### src/rtl/cmac_bringup_sequencer.sv
// Init-clock reset/bring-up sequencer for one CMAC port: QPLL0 -> GT -> core resets,
// then RX alignment, with lock/align timeouts, bounded retries and a sticky FAIL state.
module cmac_bringup_sequencer #(
  parameter int unsigned N_COMMON             = 2,
  parameter int unsigned QPLL_RESET_CYCLES    = 128,
  parameter int unsigned GT_RESET_CYCLES      = 256,
  parameter int unsigned CORE_RESET_CYCLES    = 64,
  parameter int unsigned LOCK_TIMEOUT_CYCLES  = 1048576,
  parameter int unsigned ALIGN_TIMEOUT_CYCLES = 4194304,
  parameter int unsigned MAX_RETRIES          = 3
) (
  input  logic                init_clk,
  input  logic                init_rst_n,
  input  logic                gt_powergood,
  input  logic [N_COMMON-1:0] qpll0lock,
  input  logic                rx_aligned,
  input  logic                restart,
  output logic [N_COMMON-1:0] qpll0reset,
  output logic                gt_tx_reset,
  output logic                gt_rx_reset,
  output logic                core_drp_reset,
  output logic                core_tx_reset,
  output logic                core_rx_reset,
  output logic                bringup_done,
  output logic                bringup_error,
  output logic [1:0]          retry_count,
  output logic [2:0]          state_out
);

  typedef enum logic [2:0] {
    IDLE       = 3'd0,
    QPLL_RST   = 3'd1,
    QPLL_WAIT  = 3'd2,
    GT_RST     = 3'd3,
    CORE_RST   = 3'd4,
    ALIGN_WAIT = 3'd5,
    RUN        = 3'd6,
    FAIL       = 3'd7
  } state_e;

  function automatic int unsigned max2(int unsigned a, int unsigned b);
    return (a > b) ? a : b;
  endfunction

  localparam int unsigned MAXP = max2(max2(max2(QPLL_RESET_CYCLES, GT_RESET_CYCLES),
                                           max2(CORE_RESET_CYCLES, LOCK_TIMEOUT_CYCLES)),
                                      ALIGN_TIMEOUT_CYCLES);
  localparam int unsigned CW   = (MAXP > 2) ? $clog2(MAXP) : 1;
  localparam int unsigned SW   = N_COMMON + 2;

  logic [SW-1:0]       sync1_q, sync2_q;
  logic                powergood_s, rx_aligned_s;
  logic [N_COMMON-1:0] qpll0lock_s;

  state_e        state_q, state_d;
  logic [CW-1:0] cnt_q, cnt_d;
  logic [1:0]    retry_q, retry_d, retry_inc;
  logic          timeout;

  logic qrst_q, qrst_d, gtrst_q, gtrst_d, drp_q, drp_d;
  logic corerst_q, corerst_d, done_q, done_d, err_q, err_d;

  assign powergood_s  = sync2_q[SW-1];
  assign rx_aligned_s = sync2_q[SW-2];
  assign qpll0lock_s  = sync2_q[N_COMMON-1:0];

  // Dwell counts are loaded as N-1 so a state lasts exactly N cycles (N=1 -> one cycle).
  function automatic logic [CW-1:0] load_val(state_e s);
    case (s)
      QPLL_RST:   return CW'(QPLL_RESET_CYCLES - 1);
      QPLL_WAIT:  return CW'(LOCK_TIMEOUT_CYCLES - 1);
      GT_RST:     return CW'(GT_RESET_CYCLES - 1);
      CORE_RST:   return CW'(CORE_RESET_CYCLES - 1);
      ALIGN_WAIT: return CW'(ALIGN_TIMEOUT_CYCLES - 1);
      default:    return '0;
    endcase
  endfunction

  always_ff @(posedge init_clk or negedge init_rst_n) begin
    if (!init_rst_n) begin
      sync1_q   <= '0;
      sync2_q   <= '0;
      state_q   <= IDLE;
      cnt_q     <= '0;
      retry_q   <= '0;
      qrst_q    <= 1'b1;
      gtrst_q   <= 1'b1;
      drp_q     <= 1'b1;
      corerst_q <= 1'b1;
      done_q    <= 1'b0;
      err_q     <= 1'b0;
    end else begin
      sync1_q   <= {gt_powergood, rx_aligned, qpll0lock};
      sync2_q   <= sync1_q;
      state_q   <= state_d;
      cnt_q     <= cnt_d;
      retry_q   <= retry_d;
      qrst_q    <= qrst_d;
      gtrst_q   <= gtrst_d;
      drp_q     <= drp_d;
      corerst_q <= corerst_d;
      done_q    <= done_d;
      err_q     <= err_d;
    end
  end

  always_comb begin
    state_d   = state_q;
    retry_d   = retry_q;
    timeout   = 1'b0;
    retry_inc = (retry_q == 2'd3) ? 2'd3 : retry_q + 2'd1;

    if (!powergood_s && state_q != IDLE) begin
      state_d = IDLE;
    end else if (restart) begin
      state_d = IDLE;
      retry_d = '0;
    end else begin
      case (state_q)
        IDLE:       if (powergood_s) state_d = QPLL_RST;
        QPLL_RST:   if (cnt_q == '0) state_d = QPLL_WAIT;
        QPLL_WAIT: begin
          // Lock on the expiry cycle wins over the timeout.
          if (&qpll0lock_s)      state_d = GT_RST;
          else if (cnt_q == '0)  timeout = 1'b1;
        end
        GT_RST:     if (cnt_q == '0) state_d = CORE_RST;
        CORE_RST:   if (cnt_q == '0) state_d = ALIGN_WAIT;
        ALIGN_WAIT: begin
          if (rx_aligned_s) begin
            state_d = RUN;
            retry_d = '0;
          end else if (cnt_q == '0) begin
            timeout = 1'b1;
          end
        end
        RUN: begin
          if (!(&qpll0lock_s))   state_d = QPLL_RST;
          else if (!rx_aligned_s) state_d = CORE_RST;
        end
        default: ;
      endcase
      if (timeout) begin
        retry_d = retry_inc;
        state_d = (32'(retry_inc) >= MAX_RETRIES) ? FAIL : QPLL_RST;
      end
    end

    if (state_d != state_q)  cnt_d = load_val(state_d);
    else if (cnt_q != '0)    cnt_d = cnt_q - 1'b1;
    else                     cnt_d = cnt_q;

    // Outputs are decoded from the next state so they register alongside state_q.
    qrst_d    = (state_d == IDLE) || (state_d == QPLL_RST) || (state_d == FAIL);
    drp_d     = (state_d <= QPLL_WAIT) || (state_d == FAIL);
    gtrst_d   = (state_d <= GT_RST) || (state_d == FAIL);
    corerst_d = (state_d <= CORE_RST) || (state_d == FAIL);
    done_d    = (state_d == RUN);
    err_d     = (state_d == FAIL);
  end

  assign qpll0reset     = {N_COMMON{qrst_q}};
  assign gt_tx_reset    = gtrst_q;
  assign gt_rx_reset    = gtrst_q;
  assign core_drp_reset = drp_q;
  assign core_tx_reset  = corerst_q;
  assign core_rx_reset  = corerst_q;
  assign bringup_done   = done_q;
  assign bringup_error  = err_q;
  assign retry_count    = retry_q;
  assign state_out      = state_q;

endmodule

### config.mk
export PLATFORM = sky130hd
export DESIGN_NAME = cmac_bringup_sequencer
export DESIGN_NICKNAME = d
export VERILOG_FILES = /design/src/rtl/cmac_bringup_sequencer.sv
export SDC_FILE = /design/constraint.sdc
export NUM_CORES = 1
export LEC_CHECK = 0
export ABC_AREA = 0
export CAP_MARGIN = 0
export CORE_ASPECT_RATIO = 0.75
export CORE_MARGIN = 3
export CORE_UTILIZATION = 50
export CTS_CLUSTER_SIZE = 8
export DETAILED_ROUTE_END_ITERATION = 10
export PLACE_DENSITY = 0.78
export REMOVE_ABC_BUFFERS = 1
export SLEW_MARGIN = 20
export SYNTH_ARGS = -nofsm -noshare
export SYNTH_HDL_FRONTEND = slang
export SYNTH_SLANG_ARGS = --single-unit
### constraint.sdc
create_clock -name init_clk -period 2.5 [get_ports init_clk]
set_input_delay 0.5 -clock init_clk [delete_from_list [all_inputs] [get_ports init_clk]]
set_output_delay 0.5 -clock init_clk [all_outputs]
set_load 0.02 [all_outputs]
# [Word level (Yosys, flattened, before mapping)]
# Cells that the tools add are included.
[classes] n_addsub=2 n_lt_le_gt_ge=4 n_eq_ne=15 muxes=27 n_bitwise=1 reduce_logical=17
[op_table] op="22-bit one-hot mux with 5 select lines" n=1
[op_table] op="22-bit 2-to-1 mux" n=2
[op_table] op="3-bit 2-to-1 mux" n=12
[op_table] op="22-bit logical NOT" n=1
[op_table] op="22-bit nonzero test" n=1
[op_table] op="22-bit by 1-bit subtractor with 22-bit output, second input constant" n=1
[op_table] op="3-bit == test, second input constant" n=7
[op_table] op="3-bit one-hot mux with 7 select lines" n=1
[op_table] op="3-bit by 2-bit == test with 1-bit output, second input constant" n=4
[op_table] op="2-bit 2-to-1 mux" n=5
[op_table] op="3-bit nonzero test" n=3
[op_table] op="3-bit by 1-bit == test with 1-bit output, second input constant" n=2
[op_table] op="3-bit by 2-bit <= comparator with 1-bit output, second input constant" n=2
[op_table] op="3-bit logical NOT" n=2
[op_table] op="1-bit logical OR" n=5
[op_table] op="1-bit 2-to-1 mux" n=5
[op_table] op="3-bit <= comparator, second input constant" n=1
[op_table] op="3-bit != test" n=1
[op_table] op="3-bit AND reduction" n=1
[op_table] op="2-bit by 1-bit adder with 2-bit output, second input constant" n=1
[op_table] op="2-bit == test, second input constant" n=1
[op_table] op="2-bit >= comparator, second input constant" n=1
[op_table] op="1-bit one-hot mux with 2 select lines" n=1
[op_table] op="2-bit AND reduction" n=1
[op_table] op="other kinds (4)" n=4
[totals] register_bits=41 out_inout_bits=14 elab_cells=77

# [Logic depth before layout (Yosys ltp)]
# Gate-level depths: netlist (run 1).
[logic_depth] depth_word=12 ltp_mapped=11 ltp_nobuf=9

# [Worst setup path before layout (run 1)]
# OpenSTA, ideal clock, no wires.
[synth_timing] path_kind="reg2reg" startpoint="register cnt_q[16]" endpoint="register cnt_q[2]" setup_time_ps=130 arrival_time_ps=2617 t_required_ps=2370 slack_ps=-247 stages_incl_launch_ff=10 cell_sequence="dfrtp_1 > or4_4 > or3_1 > buf_6 > or4_1 > o211ai_1 > nand3_1 > nand3_2 > buf_6 > o21ai_0"
[synth_via] elab_chain_len=12
[synth_lines] item="from (decl)" line_no="56" source="logic [CW-1:0] cnt_q, cnt_d;"
[synth_lines] item="from (signal assigned)" line_no="96" source="cnt_q <= cnt_d;"
[synth_lines] item="22-bit logical NOT"
[synth_lines] item="1-bit 2-to-1 mux" line_no="125, 133"
[synth_lines] item="1-bit 2-to-1 mux, on equally long branches" line_no="130, 124"
[synth_lines] item="1-bit one-hot mux with 2 select lines" line_no="119" source="case (state_q)"
[synth_lines] item="1-bit 2-to-1 mux" line_no="115" source="end else if (restart) begin"
[synth_lines] item="1-bit 2-to-1 mux" line_no="113" source="if (!powergood_s && state_q != IDLE) begin"
[synth_lines] item="3-bit 2-to-1 mux" line_no="143" source="if (timeout) begin"
[synth_lines] item="3-bit 2-to-1 mux" line_no="115"
[synth_lines] item="3-bit 2-to-1 mux" line_no="113"
[synth_lines] item="3-bit == test, or another cell as far along" line_no="69" source="case (s)"
[synth_lines] item="22-bit one-hot mux with 5 select lines" line_no="69"
[synth_lines] item="22-bit 2-to-1 mux" line_no="149" source="if (state_d != state_q) cnt_d = load_val(state_d);"
# Several ways; a longest one is shown, not always the timed one. The select of a mux whose other input is x is not followed.
# A chain may end at the register's enable or synchronous reset.

# [Worst setup path after layout (run 1)]
[layout_timing] startpoint="register cnt_q[18]" endpoint="register cnt_q[18]"
# Same word-level chain as after synthesis.

==> results of run 1 <==
-- how the worst max path moves through the flow --
stage               slack [ns]  cells after the start                     to                  start
floorplan                -0.77                      7  cnt_q[10]$_DFFE_PN0P_  cnt_q[16]$_DFFE_PN0P_
global placement         -0.35                      7   cnt_q[1]$_DFFE_PN0P_  cnt_q[16]$_DFFE_PN0P_
detailed placement       -0.39                      7   cnt_q[4]$_DFFE_PN0P_  cnt_q[16]$_DFFE_PN0P_
CTS                      -0.25                      9  cnt_q[10]$_DFFE_PN0P_  cnt_q[16]$_DFFE_PN0P_
global route             -0.53                     10  cnt_q[15]$_DFFE_PN0P_  cnt_q[18]$_DFFE_PN0P_
finish                   -0.45                     10  cnt_q[18]$_DFFE_PN0P_  cnt_q[18]$_DFFE_PN0P_
-- metrics by stage --
step	util [%]	power, W	hold WS [ns]	TNS [ns]	setup WS [ns]
finish	82.1	0.00367	0.305	-8.82	-0.452
global route	82.1	0.00384	0.360	-10.93	-0.533
CTS	77.5	0.00333	0.350	-4.50	-0.249
detailed placement	69.6	0.00256	0.335	-7.25	-0.386
global placement	69.6	0.00249	0.333	-6.47	-0.352
floorplan	-	0.00178	0.204	-9.70	-0.769
-- worst max-delay path, delay by kind of cell (launching register included) --
kind | cells | cell delay, ns
compound gates | 4 | 0.77
simple gates | 3 | 1.21
buf+inv | 3 | 0.46
flops | 1 | 0.39
-- final cells by class --
cell class / instances / area share (%)
timing repair buffer: 100 / 24.6
clock inverter: 3 / 1.26
sequential: 41 / 29.7
tap: 55 / 1.98
multi-input combinational: 171 / 39.9
inverter: 5 / 0.540
clock buffer: 5 / 1.98
-- power by group through the flow --
stage               Sequential, W  Combinational, W  Clock (W)
detailed placement       0.000966           0.00159          0
finish                   0.000981           0.00212   0.000567
global route             0.000998           0.00224   0.000604
CTS                      0.000958           0.00183   0.000548
global placement         0.000955           0.00153          0
floorplan                0.000984          0.000792          0
-- cell usage after synthesis (3+ instances only) --
| cell type | count | area [um2] |
|---|---|---|
| or4_1 | 3 | 22.5 |
| nor2b_1 | 3 | 18.8 |
| dfstp_2 | 4 | 105 |
| nor4_1 | 7 | 43.8 |
| buf_4 | 4 | 30.0 |
| a21boi_0 | 3 | 22.5 |
| o21ai_2 | 10 | 87.6 |
| dfrtp_1 | 37 | 926 |
| a31oi_1 | 5 | 31.3 |
| o31ai_1 | 3 | 22.5 |
| nand2_1 | 17 | 63.8 |
| nor2_1 | 14 | 52.6 |
| xor2_1 | 8 | 70.1 |
| buf_6 | 3 | 33.8 |
| nand2b_1 | 3 | 18.8 |
| nor3_1 | 6 | 30.0 |
| a21oi_1 | 7 | 35.0 |
| xnor2_1 | 13 | 114 |
| o21ai_0 | 17 | 85.1 |
| nand3_1 | 6 | 30.0 |
| or2_2 | 3 | 18.8 |
| clkbuf_1 | 4 | 15.0 |
| inv_1 | 5 | 18.8 |
-- registers in the layout, indices dropped and copies added (netlist names) --
register / count
retry_count: 2
bringup_done: 1
core_drp_reset: 1
cnt_q: 22
sync1_q: 4
qrst_q: 1
gt_rx_reset: 1
state_out: 3
core_rx_reset: 1
sync2_q: 4
bringup_error: 1
-- metal layers --
metal	vias up	track usage, %	wire length (um)
li1	1023	-	-
met1	1158	34.5	3280
met2	189	43.4	3780
met3	41	7.50	833
met4	0	10.2	326
met5	-	0	0
-- cells by family (layout without fill, tap and decap cells) --
family,after synthesis,in the layout
multiplexers,2,2
AO/OA/AOI/OAI,64,64
AND/OR/NAND/NOR,83,83
flip-flops,41,41
buffers and inverters,17,113
XOR/XNOR,21,21
adder cells (fa/ha/maj),1,1
-- timing repair --
| action | 4_1_cts | 5_1_grt |
|---|---|---|
| setup endpoints to repair | 25 | 29 |
| gates resized for setup | 35 | 35 |
| setup buffers | 11 | 10 |
| pin swaps | 13 | 11 |
| hold buffers | 0 | 0 |
==> results.tsv, run 1 <==
stage	metric	value	unit
status	status	finished with violations	
status	failing checks	negative setup slack	
clock_tree	clock sink total	41	
pwr	leak pwr	1.48	nW
floorplan	Die ar.	5440	um2
synth	Post-synth EDFFs	0	
setup_path	Max FO, Critical Path	7	
cells_and_area	final non-filler cell total	380	
floorplan	Core Region	4230	um2
clock_tree	clock slew at reported path FFs	0.09	ns
setup_path	CP max stage cell	or4_4	
synth	largest family of logic cells by synthesized area	simple AND/OR/NAND/NOR gates	
synth	mux cell area share after synthesis	0.873	%
setup_path	reg2reg path depth	10	
synth	XOR/XNOR Fraction of Synth Area	8.02	%
route	initial DRC count	257	
setup_path	critical path, cell by cell	or4_4 > or3_4 > buf_6 > o32ai_4 > o31ai_4 > and3_4 > buf_6 > o22ai_4 > buf_6 > o21ai_2	
cells_and_area	most frequent cells in the layout	buf_4 (65), dfrtp_1 (37), clkdlybuf4s50_1 (19)	
sta	worst-margin pin slew	0.892	ns
sta	RSZ-0062 raised after global routing	yes	
setup_path	startpoint types	register	
min_path	Worst Hold Class	primary input to asynchronous set/reset pin	
clock_tree	Max clock buf depth	2	
job	Max Cap Viol	0	
placement	Cells after DPL	355	
clock_tree	Clock Latency Late Sink	0.31	ns
cells_and_area	most common cell after layout, fill and taps aside	buf_4	
synth	syn avg cell area	10.0	um2
placement	Area after DPL	2950	um2
setup_path	CP most frequent cell	buf_6	
pwr	cell internal pwr	0.00216	W
grt	gr usage total	26.9	%
pwr	P_sw	0.00150	W
grt	initial antenna violation count	0	
sta	setup violators final	28	
synth	Synth Area in Simple Gates	20.7	%
sta	Setup WS post-layout	-0.452	ns
clock_tree	CTS tree	done	
setup_path	r2r endpoint	cnt_q[18]$_DFFE_PN0P_	
cells_and_area	antenna cells	0	
pwr	sw frac	41.0	%
route	DRC Markers	0	
floorplan	die height	64.6	um
pwr	worst vdd ir	1.01	mV
route	Routed Antenna Nets	0	
route	Routed WL	8.22	mm
clock_tree	number of buffers created by CTS	5	
synth	post-synth cell types	57	
cells_and_area	Sequential Area	1030	um2
sta	Clock Skew	0.00724	ns
clock_tree	root buf cell	clkbuf_8	
cells_and_area	share of cells above drive strength 1	44.0	%
synth	compound-gate portion of the synthesized area	20.4	%
setup_path	Setup crit end kind	register	
setup_path	worst endpoint required time	2.69	ns
placement	buffers added on ports	20	
synth	Async SR Flop Fraction	100	%
grt	total grt overflow	0	
sta	fin crit period	2.95	ns
route	1st-pass router iterations	5	
pwr	clock group share of total power	15.5	%
route	DR vias/cell	6.34	
sta	Max-slew headroom	40.5	%
sta	Fmax	339	MHz
grt	first-pass GRT wire length	11.2	mm
grt	number of global-route vias before repair	2187	
synth	Gate Count Post-Synth	229	
floorplan	Starting Density	54.2	%
synth	sequential element share of the synthesized area	45.0	%
cells_and_area	fill count	208	
cells_and_area	P&R area growth vs syn	51.5	%
pwr	logic gate share of total power	57.8	%
setup_path	Critical R2R Launch	cnt_q[18]$_DFFE_PN0P_	
grt	largest net degree at the start of global routing	42	
synth	cell area after synthesis	2290	um2
cells_and_area	nets	332	
synth	Yosys warning count	0	
route	WL/cell	21.6	um
cells_and_area	Multi-input gate area	1390	um2
setup_path	critical path class	register to register	
setup_path	Crit path arrival time	3.15	ns
synth	FF+latch count, synth	41	
sta	final count of hold timing violations	0	
floorplan	die width	84.2	um
placement	Detail Placement HPWL	4.28	mm
placement	GPL Wtd Cong	0.963	
sta	max-slew violations	0	
route	routed vias	2411	
synth	ys flop type	dfrtp_1	
cells_and_area	final instance area	3470	um2
setup_path	flop2flop setup slack	-0.45	ns
sta	Final Cycle Share	118	%
synth	Synth Area in Adders	0.546	%
clock_tree	H-tree levels	2	
setup_path	CP max stage delay	0.53	ns
pwr	PD cells	1060	nW/um2
floorplan	row count	20	
pwr	sequential power share	26.8	%
floorplan	I/O pins	21	
Note: power is estimated with default switching activity, not from simulation.
==> run 2: changes to the inputs <==
CORE_ASPECT_RATIO = 2   (was 0.75)
==> results.tsv, run 2 (synthesis results as in run 1) <==
stage	metric	value	unit
status	status	finished with violations	
status	failing checks	negative setup slack	
pwr	logic gate share of total power	56.5	%
cells_and_area	Largest regs	cnt_q: 22 flops, sync1_q: 4 flops, sync2_q: 4 flops	
grt	gr usage total	25.6	%
sta	Fmax	353	MHz
route	WL/cell	18.3	um
cells_and_area	antenna cells	0	
floorplan	die width	53.9	um
setup_path	Setup crit end kind	register	
sta	Clock Skew	0.00675	ns
floorplan	row count	34	
grt	initial antenna violation count	0	
pwr	P_sw	0.00137	W
sta	Max-slew headroom	40.8	%
placement	Detail Placement HPWL	4.39	mm
route	routed vias	2219	
route	1st-pass router iterations	4	
clock_tree	clock sink total	41	
clock_tree	Max clock buf depth	2	
floorplan	Starting Density	52.3	%
cells_and_area	most flop-heavy register	cnt_q	
cells_and_area	P&R area growth vs syn	48.3	%
route	Routed WL	6.87	mm
cells_and_area	most frequent cells in the layout	buf_4 (68), dfrtp_1 (37), clkdlybuf4s50_1 (19)	
sta	final count of hold timing violations	0	
pwr	cell internal pwr	0.00225	W
sta	Final Cycle Share	113	%
grt	first-pass GRT wire length	10.2	mm
floorplan	die height	102	um
placement	buffers added on ports	20	
setup_path	Max FO, Critical Path	7	
route	DRC Markers	0	
clock_tree	root buf cell	clkbuf_8	
pwr	worst vdd ir	1.12	mV
placement	GPL Wtd Cong	0.887	
sta	setup violators final	25	
setup_path	startpoint types	register	
cells_and_area	fill count	270	
pwr	PD cells	1070	nW/um2
sta	max-slew violations	0	
pwr	sw frac	37.8	%
floorplan	Core Region	4380	um2
clock_tree	number of buffers created by CTS	5	
grt	number of global-route vias before repair	2229	
sta	worst-margin pin slew	0.888	ns
pwr	sequential power share	26.1	%
grt	largest net degree at the start of global routing	42	
grt	total grt overflow	0	
pwr	clock group share of total power	17.4	%
route	initial DRC count	47	
clock_tree	CTS tree	done	
pwr	leak pwr	1.46	nW
setup_path	Crit path arrival time	3.05	ns
clock_tree	Clock Latency Late Sink	0.30	ns
cells_and_area	most common cell after layout, fill and taps aside	buf_4	
clock_tree	H-tree levels	2	
sta	Setup WS post-layout	-0.337	ns
route	DR vias/cell	5.90	
job	Max Cap Viol	0	
floorplan	Die ar.	5480	um2
clock_tree	CTS Hold Buffers Added	0	
min_path	Worst Hold Class	primary input to asynchronous set/reset pin	
cells_and_area	max FFs per register	22	
floorplan	I/O pins	21	
setup_path	critical path class	register to register	
route	Routed Antenna Nets	0	
sta	RSZ-0062 raised after global routing	yes	
cells_and_area	final instance area	3400	um2
clock_tree	clock slew at reported path FFs	0.08	ns
setup_path	worst endpoint required time	2.71	ns
sta	Hold Slack	0.314	ns
cells_and_area	nets	329	
cells_and_area	share of cells above drive strength 1	42.9	%
placement	Area after DPL	2940	um2
sta	fin crit period	2.84	ns
-- run 2: changes by cell type in the layout (fill, tap and decap cells not counted), sizes merged --
cell    delta
bufinv     +1
buf        -3
inv        -1
-- run 2: repair_timing --
item / CTS / global route
buffers inserted: 5 / 9
hold endpoints to repair: 0 / 0
gates resized for setup: 31 / 21
endpoints found under the setup margin: 24 / 27
pin swaps: 13 / 10
-- run 2: path summary, 6_finish.rpt --
check | cells past startpoint | start | to | slack [ns]
setup reg to reg | 7 | cnt_q[16]$_DFFE_PN0P_ | cnt_q[4]$_DFFE_PN0P_ | -0.34
setup / recovery | 7 | cnt_q[16]$_DFFE_PN0P_ | cnt_q[4]$_DFFE_PN0P_ | -0.34
max in group asynchronous | 1 | init_rst_n | sync1_q[3]$_DFF_PN0_ | 1.62
hold / removal | 1 | init_rst_n | bringup_done$_DFF_PN0_ | 0.31
hold reg to reg | 0 | sync1_q[3]$_DFF_PN0_ | sync2_q[3]$_DFF_PN0_ | 0.35
min in group init_clk | 0 | sync1_q[3]$_DFF_PN0_ | sync2_q[3]$_DFF_PN0_ | 0.35
-- run 2: through the flow --
step | utilization (%) | setup TNS, ns | total power [W] | cells | setup slack, ns
global placement | 67.2 | -5.26 | 0.00247 | 354 | -0.286
CTS | 74.4 | -4.01 | 0.00340 | 367 | -0.270
detailed placement | 67.2 | -6.17 | 0.00252 | 354 | -0.334
floorplan | - | -9.70 | 0.00178 | 217 | -0.769
finish | 77.6 | -5.25 | 0.00362 | 376 | -0.337
global route | 77.6 | -7.17 | 0.00380 | 376 | -0.436
-- run 2: layout make-up --
cell class	count	area (um2)	share of cell area, %
multi-input combinational	171	1330	39.2
sequential	41	1030	30.3
clock inverter	3	65.1	1.91
tap	54	67.6	1.99
inverter	5	18.8	0.552
clock buffer	5	68.8	2.03
timing repair buffer	97	816	24.0
-- run 2: power groups by stage --
stage / clock network (W) / logic, W / registers (W)
final: 0.000630 / 0.00204 / 0.000947
after global routing: 0.000664 / 0.00217 / 0.000963
after CTS: 0.000640 / 0.00182 / 0.000939
after detailed placement: 0 / 0.00157 / 0.000949
after global placement: 0 / 0.00153 / 0.000940
after floorplan: 0 / 0.000792 / 0.000984
-- run 2: layer usage --
metal	track usage, %	vias to the layer above	share of wire (%)
li1	-	1015	-
met1	25.8	1085	34
met2	47.6	87	57
met3	2.50	32	3.5
met4	15.0	0	5.4
met5	0	-	0
-- run 2: worst max-delay path, cell delays in order, from the launching register on --
cell and delay, ns:
dfrtp_1 0.39, or4_4 0.54, or3_4 0.39, o41a_1 0.43, o211ai_1 0.25, nand3_2 0.16, a221o_1 0.42, o21ai_1 0.17
==> run 3: changes to the inputs <==
PLACE_DENSITY = 0.75   (was 0.78)
clock period = 2.7 ns   (was 2.5 ns; I/O delays follow)
==> results.tsv, run 3 (synthesis results as in run 1) <==
stage	metric	value	unit
cells_and_area	max FFs per register	22	
cells_and_area	most frequent cells in the layout	buf_4 (41), dfrtp_1 (37), clkdlybuf4s50_1 (19)	
clock_tree	Clock Latency Late Sink	0.30	ns
pwr	worst vdd ir	0.825	mV
clock_tree	clock slew at reported path FFs	0.08	ns
cells_and_area	Multi-input gate area	1280	um2
grt	total grt overflow	0	
clock_tree	Max clock buf depth	2	
min_path	HP Start	sync1_q[2]$_DFF_PN0_	
clock_tree	clock sink total	41	
status	failing checks	negative setup slack	
floorplan	Starting Density	52.3	%
cells_and_area	antenna cells	0	
route	metal3 WL	230	um
sta	Setup WS post-layout	-0.210	ns
cells_and_area	share of cells above drive strength 1	33.0	%
route	WL/cell	17.6	um
sta	Fmax	344	MHz
setup_path	Crit path arrival time	3.13	ns
grt	gr usage total	23.4	%
grt	largest net degree at the start of global routing	42	
route	top layer in use	met4	
status	status	finished with violations	
setup_path	critical path class	register to register	
floorplan	die width	53.9	um
min_path	Worst Hold Class	register to register	
cells_and_area	most flop-heavy register	cnt_q	
cells_and_area	fill count	315	
route	DRC Markers	0	
min_path	Hold Path Depth	0	
pwr	PD cells	947	nW/um2
route	met2 WL	3.50	mm
sta	setup violators final	21	
clock_tree	number of buffers created by CTS	5	
cells_and_area	most common cell after layout, fill and taps aside	buf_4	
cells_and_area	Sequential Area	1030	um2
setup_path	Max FO, Critical Path	7	
setup_path	reg2reg path depth	7	
cells_and_area	P&R area growth vs syn	33.5	%
setup_path	Critical R2R Launch	cnt_q[16]$_DFFE_PN0P_	
clock_tree	CTS tree	done	
floorplan	die height	102	um
setup_path	crit path to	cnt_q[4]$_DFFE_PN0P_	
pwr	leak pwr	1.27	nW
grt	number of global-route vias before repair	2071	
route	Metal-1 WL	2.14	mm
setup_path	flop2flop setup slack	-0.21	ns
route	routed vias	2059	
setup_path	worst endpoint required time	2.92	ns
route	DR vias/cell	5.97	
cells_and_area	nets	298	
clock_tree	H-tree levels	2	
sta	max-slew violations	0	
placement	GPL Wtd Cong	0.926	
sta	Final Cycle Share	108	%
grt	first-pass GRT wire length	9.40	mm
job	Max Cap Viol	0	
setup_path	Setup crit end kind	register	
setup_path	startpoint types	register	
sta	final count of hold timing violations	0	
clock_tree	CTS Hold Buffers Added	0	
grt	initial antenna violation count	0	
route	initial DRC count	93	
sta	setup_tns	-3.18	ns
route	Routed Antenna Nets	0	
sta	Max-slew headroom	39.3	%
setup_path	r2r endpoint	cnt_q[4]$_DFFE_PN0P_	
setup_path	CP startpoint	cnt_q[16]$_DFFE_PN0P_	
floorplan	Die ar.	5480	um2
sta	worst-margin pin slew	0.911	ns
sta	RSZ-0062 raised after global routing	yes	
cells_and_area	Largest regs	cnt_q: 22 flops, sync1_q: 4 flops, sync2_q: 4 flops	
placement	buffers added on ports	20	
route	1st-pass router iterations	4	
clock_tree	root buf cell	clkbuf_8	
floorplan	I/O pins	21	
floorplan	Core Region	4380	um2
floorplan	row count	34	
sta	Clock Skew	0.00715	ns
cells_and_area	Layout Utilization	69.8	%
route	Routed WL	6.09	mm
pwr	Tot Pwr	0.00290	W
sta	fin crit period	2.91	ns
placement	Detail Placement HPWL	4.10	mm
-- run 3: changes by cell type in the layout (fill, tap and decap cells not counted), sizes merged --
cell / delta
clkinv: +1
bufinv: -2
buf: -32
clkbuf: +2
-- run 3: worst max-delay path, cell delays in order (launching register included) --
cell,delay (ns)
dfrtp_1,0.38
or4_4,0.53
or3_4,0.40
o41a_1,0.45
o211ai_1,0.27
nand3_1,0.20
a221o_1,0.46
o21ai_1,0.13
-- run 3: area by class of cell --
| cell class | instances | area share (%) |
|---|---|---|
| clock buffer | 6 | 2.37 |
| sequential | 41 | 33.7 |
| inverter | 5 | 0.613 |
| multi-input combinational | 171 | 41.8 |
| timing repair buffer | 66 | 19.0 |
| clock inverter | 2 | 0.327 |
| tap | 54 | 2.21 |
-- run 3: what timing repair did --
item                                    CTS  global route
cloned                                    0             2
gates resized for setup                  10            24
endpoints found under the setup margin   20            22
buffers inserted                          1             5
pin swaps                                 0            15
-- run 3: worst min-delay path by stage --
| stage | end | slack [ns] |
|---|---|---|
| 6_report | sync2_q[2]$_DFF_PN0_ | 0.35 |
| 5_1_grt | sync2_q[3]$_DFF_PN0_ | 0.37 |
| 3_3_place_gp | sync2_q[3]$_DFF_PN0_ | 0.33 |
| 2_1_floorplan | bringup_done$_DFF_PN0_ | 0.24 |
| 4_1_cts | sync2_q[2]$_DFF_PN0_ | 0.36 |
| 3_5_place_dp | sync2_q[2]$_DFF_PN0_ | 0.34 |
-- run 3: where the power goes --
group,total (W),switching [W],internal [W]
registers,0.000939,0.000174,0.000765
clock network,0.000404,0.000225,0.000180
logic,0.00155,0.000749,0.000804
total,0.00290,0.00115,0.00175
-- run 3: stage by stage --
stage / area, um2 / instances / hold slack [ns] / setup slack [ns]
6_report: 3060 / 345 / 0.354 / -0.210
3_5_place_dp: 2770 / 329 / 0.341 / -0.155
2_1_floorplan: 2210 / 217 / 0.244 / -0.569
3_3_place_gp: 2770 / 329 / 0.333 / -0.0875
5_1_grt: 3060 / 345 / 0.371 / -0.274
4_1_cts: 2890 / 338 / 0.358 / -0.0649
-- run 3: routing by layer --
metal / global-route usage (%) / up-vias
li1: - / 949
met1: 23.5 / 1018
met2: 43.8 / 70
met3: 3.09 / 22
met4: 11.6 / 0
met5: 0 / -
